**config.mk**
```make
export PLATFORM = sky130hd
export DESIGN_NAME = stream_mux_rr
export DESIGN_NICKNAME = d
export VERILOG_FILES = /design/src/rtl/stream_mux_rr.sv
export SDC_FILE = /design/constraint.sdc
export NUM_CORES = 1
export LEC_CHECK = 0
export ABC_AREA = 0
export BUFFER_PORTS_ARGS = -buffer_cell sky130_fd_sc_hd__buf_2
export CORE_AREA = 2 2 39 41
export DETAILED_ROUTE_END_ITERATION = 8
export DIE_AREA = 0 0 41 43
export GPL_TIMING_DRIVEN = 0
export MAX_ROUTING_LAYER = met4
export PLACE_DENSITY = 0.61
export SETUP_SLACK_MARGIN = 0.05
export SYNTH_ARGS = -nofsm -noshare
export SYNTH_HDL_FRONTEND = slang
export SYNTH_SLANG_ARGS = --single-unit
```
**constraint.sdc**
```tcl
create_clock -name clk -period 4 [get_ports clk]
set_input_delay 0.4 -clock clk [delete_from_list [all_inputs] [get_ports clk]]
set_output_delay 0.4 -clock clk [all_outputs]
set_load 0.02 [all_outputs]
```
**src/rtl/stream_mux_rr.sv**
```systemverilog
// N-channel valid/ready stream multiplexer with enable, fixed-select or
// round-robin arbitration, and a single registered output slot.
module stream_mux_rr #(
    parameter int WIDTH    = 4,
    parameter int CHANNELS = 2,
    parameter int SEL_W    = 1
) (
    input  logic                      clk,
    input  logic                      rst_n,
    input  logic                      E,
    input  logic                      mode,
    input  logic [SEL_W-1:0]          S,
    input  logic [CHANNELS-1:0]       in_valid,
    input  logic [CHANNELS*WIDTH-1:0] in_data,
    output logic [CHANNELS-1:0]       in_ready,
    output logic [WIDTH-1:0]          Y,
    output logic                      out_valid,
    output logic [SEL_W-1:0]          out_ch,
    input  logic                      out_ready
);

    typedef enum logic {
        ST_EMPTY = 1'b0,
        ST_FULL  = 1'b1
    } state_t;

    state_t             state_r;
    logic [WIDTH-1:0]   y_r;
    logic [SEL_W-1:0]   out_ch_r;
    logic [SEL_W-1:0]   last_grant_r;

    logic [SEL_W-1:0]   grant_s;
    logic               eligible_s;
    logic               slot_free_s;
    logic               grant_valid_s;
    logic               transfer_s;
    logic [WIDTH-1:0]   sel_data_s;
    int                 dist_s;
    int                 best_dist_s;

    // Choose the candidate channel: S in fixed mode, else nearest requester after last_grant.
    always_comb begin
        grant_s     = {SEL_W{1'b0}};
        eligible_s  = 1'b0;
        dist_s      = 0;
        best_dist_s = CHANNELS;
        if (mode == 1'b0) begin
            if (int'(S) < CHANNELS) begin
                grant_s    = S;
                eligible_s = 1'b1;
            end else begin
                eligible_s = 1'b0;
            end
        end else begin
            // Distance 0 is the channel right after last_grant; last_grant itself is farthest.
            for (int c = 0; c < CHANNELS; c++) begin
                dist_s = c - int'(last_grant_r) - 1;
                if (dist_s < 0) begin
                    dist_s = dist_s + CHANNELS;
                end else begin
                    dist_s = dist_s;
                end
                if (in_valid[c] && (dist_s < best_dist_s)) begin
                    best_dist_s = dist_s;
                    grant_s     = SEL_W'(c);
                    eligible_s  = 1'b1;
                end else begin
                    best_dist_s = best_dist_s;
                end
            end
        end
    end

    assign slot_free_s   = (state_r == ST_EMPTY) || out_ready;
    assign grant_valid_s = rst_n && E && slot_free_s && eligible_s;

    // One-hot accept towards the granted channel only.
    always_comb begin
        in_ready = {CHANNELS{1'b0}};
        for (int i = 0; i < CHANNELS; i++) begin
            in_ready[i] = grant_valid_s && (int'(grant_s) == i);
        end
    end

    assign transfer_s = |(in_ready & in_valid);

    // Data of the granted channel, loaded only on a transfer.
    always_comb begin
        sel_data_s = {WIDTH{1'b0}};
        for (int i = 0; i < CHANNELS; i++) begin
            if (int'(grant_s) == i) begin
                sel_data_s = in_data[i*WIDTH +: WIDTH];
            end else begin
                sel_data_s = sel_data_s;
            end
        end
    end

    // Output slot: load on transfer, drain on accept, otherwise hold.
    always_ff @(posedge clk or negedge rst_n) begin
        if (!rst_n) begin
            state_r      <= ST_EMPTY;
            y_r          <= {WIDTH{1'b0}};
            out_ch_r     <= {SEL_W{1'b0}};
            last_grant_r <= SEL_W'(CHANNELS - 1);
        end else begin
            case (state_r)
                ST_EMPTY, ST_FULL: begin
                    if (transfer_s) begin
                        state_r      <= ST_FULL;
                        y_r          <= sel_data_s;
                        out_ch_r     <= grant_s;
                        last_grant_r <= grant_s;
                    end else if ((state_r == ST_FULL) && out_ready) begin
                        state_r <= ST_EMPTY;
                    end else begin
                        state_r <= state_r;
                    end
                end
                default: begin
                    state_r <= ST_EMPTY;
                end
            endcase
        end
    end

    assign Y         = y_r;
    assign out_ch    = out_ch_r;
    assign out_valid = (state_r == ST_FULL);

endmodule

```
# Word level (Yosys, flattened, before mapping)
# Index checks and enable logic that the tools add are counted.
# totals
inputBits	16
ff_bits	7
out_inout_bits	8
wordCells	42
# classes
order_cmp	4
n_bitwise	3
mux	14
n_reduce_logical	11
n_addsub	6
# op_table
operator	n
32-bit 2-to-1 mux	6
32-bit by 3-bit < comparator with 1-bit output, second input constant	1
32-bit < comparator	1
3-bit by 3-bit adder with 4-bit output, second input constant	2
1-bit logical AND	8
1-bit 2-to-1 mux	7
3-bit by 1-bit < comparator with 1-bit output, second input constant	2
2-bit by 2-bit subtractor with 3-bit output, second input constant	2
4-bit 2-to-1 mux	1
1-bit by 1-bit subtractor with 2-bit output, first input constant	2
2-bit bitwise AND	1
1-bit NOT	2
2-bit nonzero test	1
2-bit OR reduction	1
1-bit logical OR	1

# Logic depth before layout (Yosys ltp)
# Gate-level depths: netlist of the first run.
# logic_depth
depth_word	18
depth_mapped	5
mapped_depth_nobuf	4

# Worst setup path before layout of the first run
# OpenSTA, ideal clock, no wires.
# synth_timing
path_kind	reg-to-output
from	register last_grant_r
to	output in_ready[0]
required_ps	3600
arrival_time_ps	1437
n_path_buf	0
path_stages_with_launch	4
slack_ps	2163
cell_sequence	dfstp_2 nand2_2 a31oi_4 nor3b_1
# synth_via
elab_chain_cells	15
word_cells_on_any_way	26
cone_classes	add/sub: 6; order compare: 4; mux: 11; bitwise: 1; reduce/logical: 4
# synth_rtl
element	line	rtl
start: declaration	30	logic [SEL_W-1:0] last_grant_r;
start signal: assignment	105	last_grant_r <= SEL_W'(CHANNELS - 1);
start signal: assignment	113	last_grant_r <= grant_s;
1-bit by 1-bit subtractor with 2-bit output	57	dist_s = c - int'(last_grant_r) - 1;
2-bit by 2-bit subtractor with 3-bit output	57	
3-bit by 3-bit adder with 4-bit output or 3-bit by 1-bit < comparator with 1-bit output (tied branches)	59, 58	
32-bit 2-to-1 mux	58	if (dist_s < 0) begin
32-bit 2-to-1 mux	47	if (mode == 1'b0) begin
32-bit by 3-bit < comparator with 1-bit output	63	if (in_valid[c] && (dist_s < best_dist_s)) begin
1-bit logical AND	63	
32-bit 2-to-1 mux	63	
32-bit 2-to-1 mux	47	
32-bit < comparator	63	
1-bit logical AND	63	
1-bit 2-to-1 mux	63	
1-bit 2-to-1 mux	47	
1-bit logical AND or 1-bit NOT (tied branches)	--	
1-bit logical AND (*)	81	in_ready[i] = grant_valid_s && (int'(grant_s) == i);
end: declaration	15	output logic [CHANNELS-1:0] in_ready,
# Mark *: on every way between the ends. The rest lies on a longest branch, timed or not. The select of a mux whose other input is x is not followed.

# Worst setup path in the final report of the first run
# layout_timing
from	input rst_n
to	output in_ready[0]
# layout_via
elab_chain_cells	4
# layout_rtl
element	line	rtl
start: declaration	9	input logic rst_n,
1-bit logical AND (3 in series)	75	assign grant_valid_s = rst_n && E && slot_free_s && eligible_s;
1-bit logical AND	81	
# No other way between the ends.

==> results.cfg, run 1 <==
[status]
outcome = finished clean

[cts]
root_buffer = clkbuf_4
clk_pin_slew_ns = 0.05
cts_sinks = 7
cts_made_buffers = 3
cts.htree.levels = 1
cts_resized = 0
clock_path_buffers = 2
cts_tree = done
clock_latency_ns = 0.24

[routing]
routed_wl_um = 988
final_antenna_net_count = 0
num_vias = 422
via_per_inst = 4.80
drc_errors = 0
drt_iter0_drc = 4
wl_per_cell_um = 11.2
firstDrtPassIters = 4

[power]
power_density_nw_per_um2 = 376
vdd_drop_max_uv = 151
power.total_mw = 0.233
power_leakage_nw = 0.296

[die]
core_sq_um = 1380
ioPinCount = 24
die_area_sq_um = 1760
initial_core_util_pct = 32.7
rows = 14
die_h_um = 43
dieWidth_um = 41

[global_route]
antenna_found_initial = 0
grt_pass1_wl_mm = 1.51
globalRouteOverflowTotal = 0
grt_max_degree = 10
grt_pass1_vias = 393
track_usage_pct = 13.6

[yosys]
synth_area_per_cell_sq_um = 10.1
synth_nets = 61
synth-seq-cells = 7
synth_edf_count = 0
synth_area_sq_um = 453
synthTopCellsByArea = dfrtp_1 (33%), mux2i_1 (8.8%), a2bb2oi_1 (7.7%)
ys_warn_count = 0
synth-async-reset-ratio_pct = 100
synth-seq-area-share_pct = 39.0
ys_types = 21
yosys_most_used_dff = dfrtp_1
synth_top_area_share_pct = 33.1
synth_top_area_cell = dfrtp_1
synthCells = 45

[final_layout]
layout.cells.most_common_list = buf_2 (23), dfrtp_1 (6), nand2b_1 (5)
final_common_cell = buf_2
drive_gt1_share_pct = 43.1
finalNonFillerCells = 88
num-nets-final = 89
num_antenna_cells = 0
areaGrowthSynthToFinish_pct = 36.7

[timing]
finalMaxSlewViolations = 0
setup-tns-final_ns = 0
max_freq_mhz = 462
tightest_slew_ns = 0.301
min_period_over_period_pct = 54.1
hold_viol = 0
finClkSkew_ns = 0.000423
min_period_ns = 2.17
rsz0062_at_grt = no
setup-violations-final = 0
relSlewSlack_pct = 79.8

[setup_path]
crit_family = buffers and inverters
end_kind = output port
crit_required_ns = 3.60
crit_slowest_cell = dlygate4sd3_1
arrival_ns = 1.77
worstSetupPathType = input port to output port
crit_chain = dlygate4sd3_1 > buf_2 > nand3_1 > nor3b_1 > buf_2
slowest_delay_ns = 0.53
path_common_cell = buf_2
cp_max_fo = 9
start_kind = input port
worst-path-buf-inv = 3

[placement]
portBuffers = 22
dp.cells = 83
dp_hpwl_um = 797
place_congestion = 0.650

[run]
maxCapViolations = 0

[min_path]
min_path_type = input port to flip-flop
per-stage QoR:
stage | cell area (sq um) | hold slack, ns | worst slack, ns | utilization [%]
final | 619 | 0.485 | 1.83 | 44.8
after global routing | 619 | 0.530 | 1.67 | 44.8
after CTS | 619 | 0.476 | 1.85 | 44.8
after detailed placement | 583 | 0.245 | 2.23 | 42.1
after global placement | 583 | 0.243 | 2.23 | 42.1
after floorplan | 453 | 0.104 | 2.16 | -
registers in the layout (all words and copies together), names as in the netlist:
signal and cells:
last_grant_r 1, Y 4, out_valid 1, out_ch 1
Yosys cell counts (2+ instances only):
cell and count:
nand2b_1 5, a21oi_1 2, mux2i_1 4, o21ai_0 4
nor3_1 2, or2b_1 4, dfrtp_1 6, nor3b_1 2
a2bb2oi_1 4
layout make-up:
class	count	area (sq um)
fill	136	764
sequential	7	176
tap	16	20.0
buffer	2	8.76
inverter	1	3.75
clock buffer	4	26.3
multi-input combinational	35	264
timing repair buffer	23	120
path summary, 6_finish.rpt:
path / startpoint / to / slack, ns / cells past startpoint
max reg2reg: last_grant_r / Y[0] / 2.60 / 4
min reg2reg: last_grant_r / last_grant_r / 0.53 / 2
min in group asynchronous: rst_n / out_valid / 0.54 / 2
min: out_ready / out_valid / 0.48 / 3
max in group asynchronous: rst_n / last_grant_r / 3.22 / 2
max: rst_n / in_ready[0] / 1.83 / 5
kinds of logic (layout without fill, tap and decap cells):
group                  count (synthesis)  in the layout  synth area share (%)
multiplexers                           4              4                  8.84
buffers and inverters                  3             30                  2.76
AO/OA/AOI/OAI                         13             13                  22.9
flip-flops                             7              7                  39.0
AND/OR/NAND/NOR                       18             18                  26.5
repair_timing:
item	CTS	global route
hold buffers	1	0
endpoints found under the hold margin	6	0
buffers inserted	0	0
tightest hold or removal path, cell delays in order:
cell      delay, ns
buf_2          0.07
nand2b_1       0.12
o31ai_1        0.08
power by group:
part	switching (mW)	leakage [nW]	internal, mW
clock	0.0226	0.0150	0.0378
sequential	0.00791	0.0766	0.0861
combinational	0.0434	0.204	0.0347
metal layers:
| layer | wire (um) | GRT usage [%] | part of all wire [%] |
|---|---|---|---|
| met1 | 412 | 13.8 | 42 |
| met2 | 515 | 22.2 | 52 |
| met3 | 60 | 1.57 | 6.1 |
| met4 | 0 | 10.0 | 0 |
| met5 | 0 | - | 0 |
(Power assumes the default switching activity.)
==> run 2, diff against run 1 <==
Settings changed: PLACE_DENSITY 0.61 to 0.64.
Clock period 4 ns to 1.7 ns, I/O delays scaled along.
==> run 2 against run 1 <==
  * Cell area rose by 3.2%
  * Clock power rose by 130%
  * Clock-buffer cell count did not move
  * Global-route usage fell by 0.25 points
  * Flip-flop and latch count did not move
  * Final cell count rose by 2.3%
  * Routed wire length rose by 0.81%
  * First-iteration DRC count fell by 75%
  * Non-clock buffer count rose by 2
==> results.cfg, run 2 (same netlist as run 1, synthesis figures left out) <==
[final_layout]
num_antenna_cells = 0
areaGrowthSynthToFinish_pct = 41.2
largest_reg_flops = 4
layout.cells.most_common_list = buf_2 (23), dfrtp_1 (6), nand2b_1 (5)
final_common_cell = buf_2
num-nets-final = 91
drive_gt1_share_pct = 45.9

[placement]
portBuffers = 22
place_congestion = 0.707
dp_slack_ns = 0.200
dp_hpwl_um = 768

[routing]
drt_iter0_drc = 1
firstDrtPassIters = 2
routed_wl_um = 996
final_antenna_net_count = 0
wl_met1_um = 412
wl_met2_um = 505
num_vias = 425
via_per_inst = 4.72
met3_length_um = 68
top_layer_used = met4
drc_errors = 0
wl_per_cell_um = 11.1

[timing]
min_period_ns = 1.57
tightest_slew_ns = 0.338
hold_viol = 0
max_freq_mhz = 636
setup-violations-final = 0
worst_slack_ns = 0.128
relSlewSlack_pct = 77.4
min_period_over_period_pct = 92.5
rsz0062_at_grt = no
finClkSkew_ns = 0.00147
finalMaxSlewViolations = 0
setup-tns-final_ns = 0

[die]
initial_core_util_pct = 32.7
die_area_sq_um = 1760
rows = 14
core_sq_um = 1380
dieWidth_um = 41
ioPinCount = 24
die_h_um = 43

[power]
vdd_drop_max_uv = 337
power_leakage_nw = 0.307
power_density_nw_per_um2 = 865

[global_route]
antenna_found_initial = 0
track_usage_pct = 13.3
grt_pass1_wl_mm = 1.46
grt_pass1_vias = 368
grt_max_degree = 10
globalRouteOverflowTotal = 0

[status]
outcome = finished clean

[setup_path]
arrival_ns = 1.40
worstSetupPathType = flip-flop to output port
end_kind = output port
start_kind = flip-flop
cp_max_fo = 3
crit_required_ns = 1.53

[cts]
cts_tree = done
clock_path_buffers = 2
cts_made_buffers = 3
cts.htree.levels = 1
root_buffer = clkbuf_4
clk_pin_slew_ns = 0.05
clock_latency_ns = 0.24
cts_sinks = 7

[min_path]
min_path_type = input port to flip-flop

[run]
maxCapViolations = 0
==> run 2: cell types whose count changed in the layout (fill, tap and decap cells not counted) <==
cell,change
nor3b_2,+1
buf_4,+2
nor3b_1,-1
==> run 2: worst paths after layout <==
check	from	endpoint	slack, ns	cells after the start
setup / recovery	last_grant_r	in_ready[0]	0.13	4
min in group asynchronous	rst_n	out_ch	0.36	2
hold / removal	out_ready	out_valid	0.25	3
setup reg to reg	last_grant_r	Y[3]	0.30	5
max in group asynchronous	rst_n	last_grant_r	1.06	2
hold reg to reg	last_grant_r	last_grant_r	0.53	2
==> run 2: critical path: stages (launching register included) <==
cell,delay (ns)
dfstp_2,0.54
nand2_2,0.07
a31oi_4,0.18
nor3b_2,0.19
buf_2,0.18
==> run 2: repair_timing <==
item	CTS	global route
endpoints found under the setup margin	1	1
hold buffers	1	0
resized for setup	0	1
pin swaps	1	0
endpoints found under the hold margin	7	0
buffers inserted	2	0
==> run 2: metrics by stage <==
| stage | instance area, sq um | instances | total power [mW] | utilization [%] | hold WS, ns |
|---|---|---|---|---|---|
| finish | 639 | 90 | 0.553 | 46.2 | 0.247 |
| global placement | 583 | 83 | 0.403 | 42.1 | 0.0134 |
| CTS | 634 | 90 | 0.564 | 45.8 | 0.240 |
| floorplan | 453 | 45 | 0.339 | - | -0.126 |
| global route | 639 | 90 | 0.592 | 46.2 | 0.283 |
| detailed placement | 583 | 83 | 0.407 | 42.1 | 0.0152 |
==> run 2: cell type report <==
type	count	area, sq um
fillers	148	744
well taps	16	20.0
flip-flops and latches	7	176
inverters	1	3.75
plain buffers	2	8.76
clock buffers	4	26.3
repair buffers	25	135
multi-input cells	35	269
==> run 2: routing by layer <==
layer	track usage [%]	vias to the layer above
li1	-	222
met1	14.3	189
met2	20.0	12
met3	1.57	2
met4	12.0	0
met5	-	-
==> run 2: power breakdown <==
part	total (mW)	switching (mW)	internal, mW
Clock	0.140	0.0516	0.0889
Sequential	0.221	0.0182	0.203
Combinational	0.192	0.104	0.0874
